**config.mk**
```make
export PLATFORM = sky130hd
export DESIGN_NAME = aud_slot_ctrl
export DESIGN_NICKNAME = d
export VERILOG_FILES = /design/src/rtl/aud_slot_ctrl.sv
export SDC_FILE = /design/constraint.sdc
export NUM_CORES = 1
export LEC_CHECK = 0
export CAP_MARGIN = 20
export CORE_ASPECT_RATIO = 1.4
export CORE_MARGIN = 2
export CORE_UTILIZATION = 55
export DETAILED_ROUTE_END_ITERATION = 12
export PLACE_DENSITY = 0.84
export SLEW_MARGIN = 10
export SYNTH_ARGS = -nofsm -noshare
export SYNTH_HDL_FRONTEND = slang
export SYNTH_SLANG_ARGS = --single-unit
```
**constraint.sdc**
```tcl
create_clock -name i_clk -period 11.1 [get_ports i_clk]
set_input_delay 1.11 -clock i_clk [delete_from_list [all_inputs] [get_ports i_clk]]
set_output_delay 1.11 -clock i_clk [all_outputs]
set_load 0.005 [all_outputs]
```
**src/rtl/aud_slot_ctrl.sv**
```systemverilog
// Multi-slot record/playback controller for the WM8731 path: owns the SRAM address
// and write strobe, tracks per-slot recorded length and elapsed seconds per mode.
module aud_slot_ctrl #(
    parameter int ADDR_W        = 20,
    parameter int SLOT_BITS     = 2,
    parameter int TICKS_PER_SEC = 32000,
    parameter int TIME_W        = 6
) (
    input  logic                 i_clk,
    input  logic                 i_rst,
    input  logic                 i_i2c_done,
    input  logic                 i_key_rec,
    input  logic                 i_key_play,
    input  logic                 i_key_stop,
    input  logic [SLOT_BITS-1:0] i_slot_sel,
    input  logic                 i_loop,
    input  logic                 i_rec_strobe,
    input  logic                 i_play_strobe,
    output logic [2:0]           o_state,
    output logic                 o_i2c_start,
    output logic [ADDR_W-1:0]    o_sram_addr,
    output logic                 o_sram_we_n,
    output logic                 o_rec_start,
    output logic                 o_rec_pause,
    output logic                 o_rec_stop,
    output logic                 o_dsp_start,
    output logic                 o_dsp_pause,
    output logic                 o_dsp_stop,
    output logic [TIME_W-1:0]    o_rec_time,
    output logic [TIME_W-1:0]    o_play_time,
    output logic                 o_full
);
    localparam int OFF_W  = ADDR_W - SLOT_BITS;
    localparam int LEN_W  = OFF_W + 1;
    localparam int NSLOT  = 1 << SLOT_BITS;
    localparam int TICK_W = $clog2(TICKS_PER_SEC + 1);

    localparam logic [LEN_W-1:0]  SLOT_SIZE = {1'b1, {OFF_W{1'b0}}};
    localparam logic [LEN_W-1:0]  LEN_ONE   = {{OFF_W{1'b0}}, 1'b1};
    localparam logic [OFF_W-1:0]  OFF_ONE   = {{(OFF_W-1){1'b0}}, 1'b1};
    localparam logic [OFF_W-1:0]  OFF_LAST  = {OFF_W{1'b1}};
    localparam logic [TICK_W-1:0] TICK_ONE  = {{(TICK_W-1){1'b0}}, 1'b1};
    localparam logic [TICK_W-1:0] TICK_LAST = TICK_W'(TICKS_PER_SEC - 1);
    localparam logic [TIME_W-1:0] TIME_ONE  = {{(TIME_W-1){1'b0}}, 1'b1};
    localparam logic [TIME_W-1:0] TIME_MAX  = {TIME_W{1'b1}};

    typedef enum logic [2:0] {
        ST_IDLE       = 3'd0,
        ST_REC        = 3'd2,
        ST_REC_PAUSE  = 3'd3,
        ST_PLAY       = 3'd4,
        ST_PLAY_PAUSE = 3'd5,
        ST_I2C        = 3'd7
    } state_e;

    state_e               state_q, state_d;
    logic [SLOT_BITS-1:0] slot_q, slot_d;
    logic [OFF_W-1:0]     rec_off_q, rec_off_d, play_off_q, play_off_d;
    logic [LEN_W-1:0]     len_q [NSLOT];
    logic [LEN_W-1:0]     len_d [NSLOT];
    logic [ADDR_W-1:0]    addr_q, addr_d;
    logic                 we_n_q, we_n_d, full_q, full_d;
    logic [TICK_W-1:0]    rec_tick_q, rec_tick_d, play_tick_q, play_tick_d;
    logic [TIME_W-1:0]    rec_time_q, rec_time_d, play_time_q, play_time_d;
    logic                 i2c_start_q, i2c_start_d;
    logic [2:0]           rec_mode_q, rec_mode_d, dsp_mode_q, dsp_mode_d;
    logic                 rec_acc_s, play_acc_s, rec_clr_s, play_clr_s;
    logic [LEN_W-1:0]     play_nxt_s;

    // Sub-second tick plus saturating seconds; returns {tick, seconds}.
    function automatic logic [TICK_W+TIME_W-1:0] tick_next(
        input logic              clr,
        input logic              acc,
        input logic [TICK_W-1:0] tick,
        input logic [TIME_W-1:0] secs
    );
        logic [TICK_W+TIME_W-1:0] r;
        if (clr) begin
            r = '0;
        end else if (acc && (tick == TICK_LAST)) begin
            r = {{TICK_W{1'b0}}, (secs == TIME_MAX) ? TIME_MAX : secs + TIME_ONE};
        end else if (acc) begin
            r = {tick + TICK_ONE, secs};
        end else begin
            r = {tick, secs};
        end
        return r;
    endfunction

    // Next state, slot/offset/length bookkeeping and SRAM address/strobe generation.
    always_comb begin
        state_d    = state_q;
        slot_d     = slot_q;
        rec_off_d  = rec_off_q;
        play_off_d = play_off_q;
        len_d      = len_q;
        addr_d     = addr_q;
        we_n_d     = 1'b1;
        full_d     = 1'b0;
        rec_acc_s  = 1'b0;
        play_acc_s = 1'b0;
        rec_clr_s  = 1'b0;
        play_clr_s = 1'b0;
        play_nxt_s = {1'b0, play_off_q} + LEN_ONE;
        case (state_q)
            ST_I2C: begin
                if (i_i2c_done) state_d = ST_IDLE;
                else            state_d = ST_I2C;
            end
            ST_IDLE: begin
                if (i_key_stop) begin
                    state_d = ST_IDLE;
                end else if (i_key_rec) begin
                    state_d   = ST_REC;
                    slot_d    = i_slot_sel;
                    rec_off_d = '0;
                    rec_clr_s = 1'b1;
                end else if (i_key_play && (len_q[i_slot_sel] != '0)) begin
                    state_d    = ST_PLAY;
                    slot_d     = i_slot_sel;
                    play_off_d = '0;
                    play_clr_s = 1'b1;
                end else begin
                    state_d = ST_IDLE;
                end
            end
            ST_REC, ST_REC_PAUSE: begin
                if (i_key_stop) begin
                    state_d       = ST_IDLE;
                    len_d[slot_q] = {1'b0, rec_off_q};
                end else begin
                    if (i_key_rec) state_d = (state_q == ST_REC) ? ST_REC_PAUSE : ST_REC;
                    else           state_d = state_q;
                    if ((state_q == ST_REC) && i_rec_strobe) begin
                        rec_acc_s = 1'b1;
                        addr_d    = {slot_q, rec_off_q};
                        we_n_d    = 1'b0;
                        rec_off_d = rec_off_q + OFF_ONE;
                        // Last word of the slot: auto-stop wins over a same-cycle pause.
                        if (rec_off_q == OFF_LAST) begin
                            len_d[slot_q] = SLOT_SIZE;
                            state_d       = ST_IDLE;
                            full_d        = 1'b1;
                        end else begin
                            full_d = 1'b0;
                        end
                    end else begin
                        rec_acc_s = 1'b0;
                    end
                end
            end
            ST_PLAY, ST_PLAY_PAUSE: begin
                if (i_key_stop) begin
                    state_d = ST_IDLE;
                end else begin
                    if (i_key_play) state_d = (state_q == ST_PLAY) ? ST_PLAY_PAUSE : ST_PLAY;
                    else            state_d = state_q;
                    if ((state_q == ST_PLAY) && i_play_strobe) begin
                        play_acc_s = 1'b1;
                        addr_d     = {slot_q, play_off_q};
                        if (play_nxt_s == len_q[slot_q]) begin
                            if (i_loop) begin
                                play_off_d = '0;
                            end else begin
                                play_off_d = play_nxt_s[OFF_W-1:0];
                                state_d    = ST_IDLE;
                            end
                        end else begin
                            play_off_d = play_nxt_s[OFF_W-1:0];
                        end
                    end else begin
                        play_acc_s = 1'b0;
                    end
                end
            end
            default: state_d = ST_IDLE;
        endcase
    end

    // Mode outputs are decoded from the next state so they register alongside it.
    always_comb begin
        i2c_start_d = 1'b0;
        rec_mode_d  = 3'b001;
        dsp_mode_d  = 3'b001;
        case (state_d)
            ST_I2C:        i2c_start_d = 1'b1;
            ST_REC:        rec_mode_d  = 3'b100;
            ST_REC_PAUSE:  rec_mode_d  = 3'b010;
            ST_PLAY:       dsp_mode_d  = 3'b100;
            ST_PLAY_PAUSE: dsp_mode_d  = 3'b010;
            default:       i2c_start_d = 1'b0;
        endcase
    end

    // Elapsed-time counters for record and playback.
    always_comb begin
        {rec_tick_d, rec_time_d}   = tick_next(rec_clr_s, rec_acc_s, rec_tick_q, rec_time_q);
        {play_tick_d, play_time_d} = tick_next(play_clr_s, play_acc_s, play_tick_q, play_time_q);
    end

    // State and datapath registers.
    always_ff @(posedge i_clk or posedge i_rst) begin
        if (i_rst) begin
            state_q     <= ST_I2C;
            slot_q      <= '0;
            rec_off_q   <= '0;
            play_off_q  <= '0;
            for (int i = 0; i < NSLOT; i++) len_q[i] <= '0;
            addr_q      <= '0;
            we_n_q      <= 1'b1;
            full_q      <= 1'b0;
            rec_tick_q  <= '0;
            rec_time_q  <= '0;
            play_tick_q <= '0;
            play_time_q <= '0;
            i2c_start_q <= 1'b1;
            rec_mode_q  <= 3'b001;
            dsp_mode_q  <= 3'b001;
        end else begin
            state_q     <= state_d;
            slot_q      <= slot_d;
            rec_off_q   <= rec_off_d;
            play_off_q  <= play_off_d;
            len_q       <= len_d;
            addr_q      <= addr_d;
            we_n_q      <= we_n_d;
            full_q      <= full_d;
            rec_tick_q  <= rec_tick_d;
            rec_time_q  <= rec_time_d;
            play_tick_q <= play_tick_d;
            play_time_q <= play_time_d;
            i2c_start_q <= i2c_start_d;
            rec_mode_q  <= rec_mode_d;
            dsp_mode_q  <= dsp_mode_d;
        end
    end

    assign o_state     = state_q;
    assign o_i2c_start = i2c_start_q;
    assign o_sram_addr = addr_q;
    assign o_sram_we_n = we_n_q;
    assign o_full      = full_q;
    assign o_rec_time  = rec_time_q;
    assign o_play_time = play_time_q;
    assign {o_rec_start, o_rec_pause, o_rec_stop} = rec_mode_q;
    assign {o_dsp_start, o_dsp_pause, o_dsp_stop} = dsp_mode_q;

endmodule

```
# == Word-level counts from Yosys, hierarchy flattened ==
# Index checks and enable logic that the tools add are counted.
# op_classes
add_sub_neg,6
multipliers,0
n_div,0
n_lt_le_gt_ge,3
n_eq_ne,24
shifts,0
muxes,79
bitwise_logic,6
n_reduce_logical,25
# op_table
cell,count
$mux 76,3
$mux 18,11
$mux 21,6
$mux 19,5
$mux 20,4
$bmux 19 s2,2
$bwmux 76,1
$and 72x72->72,1
$not 72->72,1
$pmux 18 s2,2
$pmux 20 s2,1
$mux 3,13
$demux 19 s2,1
$add 15x1->15 const B,2
$eq 15x15->1 const B,2
$mux 1,23
$add 18x1->19 const B,1
$eq 19x19->1,1
$reduce_bool 19->1,1
$add 18x1->18 const B,1
$eq 18x18->1 const B,1
$eq 3x3->1 const B,6
$ne 2x2->1 const B,8
$reduce_bool 2->1,8
other kinds (19),38
# word_totals
ff_bits,188
latchBits,0
ram_bits,0
mem_bits_ro,0
input_bits,11
output_inout_bits,44
n_memories,0

# == Longest topological paths before layout ==
# Gate-level depths: netlist of run 1.
# logic_depth
ltp_word,12
depth_mapped,12
depth_no_buf,9

# == Worst setup path before layout of run 1 ==
# OpenSTA, ideal clock, no wires.
# synth_timing
path_type,input to register
start,input port i_key_stop
end,register rec_tick_q[9]
setup_time_ns,0.078
t_arrival_ns,3.114
path_slack_ns,7.908
cell_stages,8
n_path_buf,1
cell_sequence,clkbuf_1 -> nor3_1 -> inv_1 -> nand2_1 -> nand4_1 -> or2_2 -> or3_1 -> a21oi_1
# synth_between
elab_chain_len,5
word_cells_on_any_way,8
cone_classes,6 x mux; 2 x reduce/logical
# synth_lines
element,line,text
"start, declared",14,"input logic i_key_stop,"
$mux 1,128,if (i_key_stop) begin
$mux 1,105,case (state_q)
$logic_and 1x1->1,80,end else if (acc && (tick == TICK_LAST)) begin
$mux 21,80,
$mux 21,78,if (clr) begin
"end signal, assigned",228,rec_tick_q <= rec_tick_d;
"end, declared",63,"logic [TICK_W-1:0] rec_tick_q, rec_tick_d, play_tick_q, play_tick_d;"
# Parallel ways exist; a longest one is shown, timed or not.
# A chain may end at the register's enable or synchronous reset.

# == Final worst setup path of run 1 ==
# layout_timing
start,input port i_key_stop
end,register rec_off_q[17]
# layout_between
elab_chain_len,2
word_cells_on_any_way,3
cone_classes,2 x eq/ne; 1 x reduce/logical
# layout_lines
element,line,text
$ne 2x2->1 (no source line),-,
$reduce_and 5->1 (no source line) *,-,
"end signal, assigned",222,rec_off_q <= rec_off_d;
"end, declared",58,"logic [OFF_W-1:0] rec_off_q, rec_off_d, play_off_q, play_off_d;"
# Every way passes the cells marked *; elsewhere a longest branch is shown, timed or not.

==> results of run 1 <==
## power by group through the flow
stage	logic, mW	clock network, mW	registers [mW]
4_1_cts	0.341	0.665	0.815
2_1_floorplan	0.200	0	0.807
3_3_place_gp	0.332	0	0.825
3_5_place_dp	0.339	0	0.828
6_report	0.345	0.662	0.816
5_1_grt	0.372	0.692	0.825
## kinds of logic after synthesis
kind of cell / Yosys count
fa+ha+maj: 6
flops: 188
mux: 24
simple gates: 469
buf+inv: 74
compound gates: 188
xor+xnor: 56
## state kept, by name (all words and copies together) (netlist names)
name / cells
rec_off_q: 18
dsp_mode_q: 3
len_q: 76
o_state: 3
slot_q: 2
o_i2c_start: 1
play_off_q: 18
rec_mode_q: 3
o_full: 1
o_rec_time: 6
o_play_time: 6
play_tick_q: 15
o_sram_addr: 20
rec_tick_q: 15
o_sram_we_n: 1
## final timing paths
kind,cells past startpoint,to
setup / recovery,8,rec_off_q[17]
max in group asynchronous,3,o_full
hold reg to reg,2,len_q[2]
setup reg to reg,9,rec_mode_q[2]
hold / removal,2,len_q[2]
min in group asynchronous,2,play_off_q[7]
## routing by layer
| layer | vias up | routed length, um |
|---|---|---|
| met5 | - | 0 |
| met4 | 0 | 1250 |
| met3 | 110 | 1970 |
| met2 | 460 | 12800 |
| met1 | 4035 | 9750 |
| li1 | 3609 | - |
## tightest hold or removal path, stage by stage (launching register included)
cell and delay (ps):
dfrtp_1 360, nand2_1 50, o21ai_0 60
## layout by cell type, fill, tap and decap left out, drive strengths merged, types with 9 or more instances in the layout
master	netlist	routed
or3	13	13
o21ai	98	98
nand4	18	18
inv	15	20
nor4	26	26
buf	21	10
clkdlybuf4s50	0	54
a21oi	23	23
xor2	20	20
nand2	185	185
nand3	38	38
dfrtp	181	181
xnor2	33	33
nor3	31	31
mux4	19	19
clkbuf	38	17
a21o	9	9
nor2	95	95
and3	15	15
a31oi	21	21
## layout make-up
class / count / area [um2] / area share (%)
multi-input cells: 743 / 4470 / 41.5
clock buffers: 17 / 425 / 3.95
inverters: 15 / 63.8 / 0.593
flip-flops and latches: 188 / 4710 / 43.8
clock inverters: 15 / 209 / 1.94
repair buffers: 64 / 627 / 5.83
well taps: 203 / 254 / 2.36
## per-stage QoR
step	instance area [um2]	hold WS [ps]	setup WS (ps)	instances	power [mW]
2_1_floorplan	9480	458	4890	1005	1.01
3_3_place_gp	10100	480	6450	1211	1.16
3_5_place_dp	10100	491	6400	1213	1.17
4_1_cts	10800	507	6830	1245	1.82
5_1_grt	10800	537	6460	1245	1.89
6_report	10800	508	6720	1245	1.82
==> metrics, run 1 <==
status finished, final reports clean; Max Clk Rate 0.228 GHz; Seq/Total Area, Yosys 49.7%; Overflow after GRT 0; wire per inst 20.7 um; first-pass GRT wire length 41.7 mm; most frequent cells after synthesis nand2_1 (185), dfrtp_1 (181), o21ai_0 (97), nor2_1 (95), clkbuf_1 (38); clock share of power 36.3%; port buffer count 54; Final setup violation count 0; Iter 0 DRT Violations 1,037; num ports 55; worst rel slew slack 30.0%; Synth area leaders dfrtp_1 (48%), nand2_1 (7.3%), o21ai_0 (5.1%); CP max stage cell clkdlybuf4s50_1; H-Tree Depth 4; clock root cell clkbuf_16; CTS resizes 0; TritonCTS Buffers 17; CP Class input pin to register; M2 GR Usage 47.9%; Vias/cell 6.60; CP Cell Sequence clkdlybuf4s50_1 > nor4_1 > and2_1 > nor2_1 > nor3_1 > nor3b_1 > xnor2_1 > nor2_1; Critical Path Most Common Cell nor2_1; main combinational cell family by area after synthesis simple AND/OR/NAND/NOR gates; die area 18,300 um2; syn_nets 1,022; Top Family by Delay on Critical Path simple AND/OR/NAND/NOR gates; Worst Path Required 11,390 ps; RSZ-0062 raised after global routing no; largest net degree at the start of global routing 110; worst-path fanout max 29; multiplexer area fraction after synthesis 5.10%; max_cap viols 0; Die W 115 um; number of synthesized register bits 188; Crit path buffers/inverters 1; Post-Syn Instances 1,005; Min Clock Period, post-route 4380 ps; Die Ht 159 um; share of layout cells above drive strength 1 8.06%; ys async rst share 100%; syn avg cell area 9.43 um2; vias in the first global route 7,937; routed via count 8,214; Sw Share 28.8%; RR Startpoint slot_q[0]; sequential share of power 44.8%; most common cell in the netlist nand2_1; Startpoint Class input pin; Most used DFF post-synth dfrtp_1; Post-CTS Setup Bufs 0; Critical path origin i_key_stop; Pre-antenna DRT Iters 7; power share of the combinational group 18.9%; xor/xnor share of the synthesized area 5.62%; leak pwr 4.53 nW; number of synthesized flops with an enable pin 0; Starting Density 56.4%; Ys Warns 0; M1 GR Usage 36.7%; Least-Margin Pin Slew 1050 ps; FF-to-FF setup slack 7130 ps; Adder-Cell Fraction of Synth Area 0.792%; max-slew violation count 0; DRC viols 0; sw power 525 uW; post-synth top area share 47.8%; Core Util, Final 64.0%; Total Routed Length 25.8 mm; Core ar. 16,800 um2; Compound-Gate Fraction of Synth Area 11.8%; CP arrival 4670 ps; critical path capture point type register; min-delay src len_q[2]; Critical Path Max Stage Delay 950 ps; ANT cells 0; Mapped Area 9480 um2; nets@finish 1,046; period utilization 39.4%; row count 56; area leader, netlist dfrtp_1; number of antenna violations at the first check in global routing 0; Detailed Place HPWL 17.7 mm; CTS Hold Bufs 0; CTS tree yes; Simple-Gate Fraction of Synth Area 23.5%; pwr dens 169 nW/um2; Clock Latency Late Sink 450 ps; gpl congestion 0.929; met3 usage 6.05%; Setup Total Neg Slack 0 ps; post-detailed-route count of antenna-violating nets 0; post-synth cell types 65; Hold Path Class register to register; VDD IR-drop max 0.112 mV; Total GRT Usage 29.1%; Final Hold Vio Count 0; CTS Sinks 188; Clock Skews 11.0 ps; Pint 1.30 mW; # fillers 1,296; Area Growth Syn to Fin 13.5%; Clock transition at path regs 70 ps; CTS Buffer Depth 2; busiest grt layer met2
Power figures use the tool's default switching activity.
==> inputs of run 2 (changes only) <==
--- a/config.mk
+++ b/config.mk
@@ -8,9 +8,9 @@
 export CAP_MARGIN = 20
 export CORE_ASPECT_RATIO = 1.4
 export CORE_MARGIN = 2
-export CORE_UTILIZATION = 55
+export CORE_UTILIZATION = 54
 export DETAILED_ROUTE_END_ITERATION = 12
-export PLACE_DENSITY = 0.84
+export PLACE_DENSITY = 0.86
 export SLEW_MARGIN = 10
 export SYNTH_ARGS = -nofsm -noshare
 export SYNTH_HDL_FRONTEND = slang
==> constraint.sdc (replaced) <==
create_clock -name i_clk -period 3.9 [get_ports i_clk]
set_input_delay 0.39 -clock i_clk [delete_from_list [all_inputs] [get_ports i_clk]]
set_output_delay 0.39 -clock i_clk [all_outputs]
set_load 0.005 [all_outputs]
==> run 2 against run 1 <==
Global-route usage decreased by 0.16 points. Clock skew fell by 1.1 ps. Sequential power grew to 2.8 times the previous value. Routed wire length up 2.1%. Cell area up 1.3%.
==> metrics, run 2 (synthesis gave the netlist of run 1 again) <==
status finished, final reports clean; CTS Sinks 188; Final setup violation count 0; Die W 116 um; max-slew violation count 0; max_cap viols 0; CTS tree yes; # fillers 1,346; CP Class register to register; Final Hold Vio Count 0; Detailed Place HPWL 18.0 mm; Clock Skews 9.93 ps; Hold Path Class input pin to asynchronous set/reset pin; Post-CTS Setup Bufs 0; DRC viols 0; ANT cells 0; Iter 0 DRT Violations 1,074; share of layout cells above drive strength 1 9.53%; CTS resizes 0; FF-to-FF setup slack 220 ps; first-pass GRT wire length 41.9 mm; max FFs per register 76; port buffer count 54; most common cell after layout, fill and taps aside nand2_1; Pwr Total 5.07 mW; Area Growth Syn to Fin 15.0%; Clock Latency Late Sink 440 ps; Clock transition at path regs 70 ps; worst rel slew slack 39.6%; largest net degree at the start of global routing 94; Least-Margin Pin Slew 905 ps; period utilization 94.2%; Biggest register len_q; Core Util, Final 63.2%; clock root cell clkbuf_16; CP arrival 4000 ps; gpl congestion 0.972; final cell count without fillers 1,296; Total Routed Length 26.3 mm; FF+latch area 4710 um2; worst-path fanout max 17; Overflow after GRT 0; Multi-input gate area 4470 um2; die area 18,600 um2; nets@finish 1,064; wire per inst 20.3 um; TritonCTS Buffers 17; critical path capture point type register; Total GRT Usage 28.9%; vias in the first global route 8,036; Min Clock Period, post-route 3680 ps; CTS Buffer Depth 2; Vias/cell 6.43; R2R depth 10; CTS Hold Bufs 0; commonest non-fill, non-tap cells in the layout nand2_1 (185), dfrtp_1 (181), o21ai_0 (97); number of antenna violations at the first check in global routing 0; Max Clk Rate 0.272 GHz; RSZ-0062 raised after global routing no; Worst Path Required 4230 ps; pwr dens 465 nW/um2; RR Startpoint play_off_q[0]; num ports 55; Startpoint Class register; Setup Total Neg Slack 0 ps; post-detailed-route count of antenna-violating nets 0; Placed Cells 1,264; VDD IR-drop max 0.313 mV; Core ar. 17,300 um2; Pre-antenna DRT Iters 6; RR Endpoint play_off_q[9]; leak pwr 4.61 nW; row count 57; Die Ht 161 um; Starting Density 54.9%; H-Tree Depth 4; routed via count 8,331
## run 2: per-stage QoR
stage	worst slack, ps	instance area [um2]	hold WS [ps]
finish	224	10900	441
global route	81.1	10900	500
CTS	217	10900	463
detailed placement	276	10300	497
global placement	350	10300	479
floorplan	713	9480	458
## run 2: worst max-delay path, cell delays in order, from the launching register on
cell and delay, ps:
dfrtp_1 510, ha_1 340, nand3_4 160, nor3_1 460, nand4_1 140, a2111oi_0 510, nand4_1 270, o41ai_4 550
buf_4 290, nor3_1 60, a211o_1 270
## run 2: area by class of cell
class	instances	area share, %
clock inverter	14	1.54
tap	236	2.71
inverter	15	0.551
sequential	188	43.2
clock buffer	18	4.03
multi-input combinational	743	41.0
timing repair buffer	82	7.00
## run 2: power by group
group	leakage, nW	switching [mW]	internal (mW)
logic	1.77	0.527	0.490
registers	2.55	0.177	2.14
clock network	0.295	0.857	0.882
total	4.61	1.56	3.51
## run 2: worst max path at each step
stage	start	endpoint	slack (ps)
after floorplan	play_off_q[0]	play_off_q[9]	710
after global placement	play_off_q[0]	play_off_q[9]	350
after detailed placement	play_off_q[0]	play_off_q[9]	280
after CTS	play_off_q[0]	play_off_q[9]	220
after global routing	play_off_q[4]	play_off_q[9]	80
final	play_off_q[0]	play_off_q[9]	220
## run 2: per-layer routing
metal  track usage, %  routed length, um
met1             35.6               9610
met2             47.4              13000
met3             5.62               2150
met4             16.2               1560
met5                0                  0
==> inputs of run 3 (changes only) <==
--- a/config.mk
+++ b/config.mk
@@ -9,6 +9,7 @@
 export CORE_ASPECT_RATIO = 1.4
 export CORE_MARGIN = 2
 export CORE_UTILIZATION = 54
+export CTS_CLUSTER_DIAMETER = 120
 export DETAILED_ROUTE_END_ITERATION = 12
 export PLACE_DENSITY = 0.86
 export SLEW_MARGIN = 10
==> results of run 3 <==
No change in the layout: final DEF, timing and power equal those of run 2.
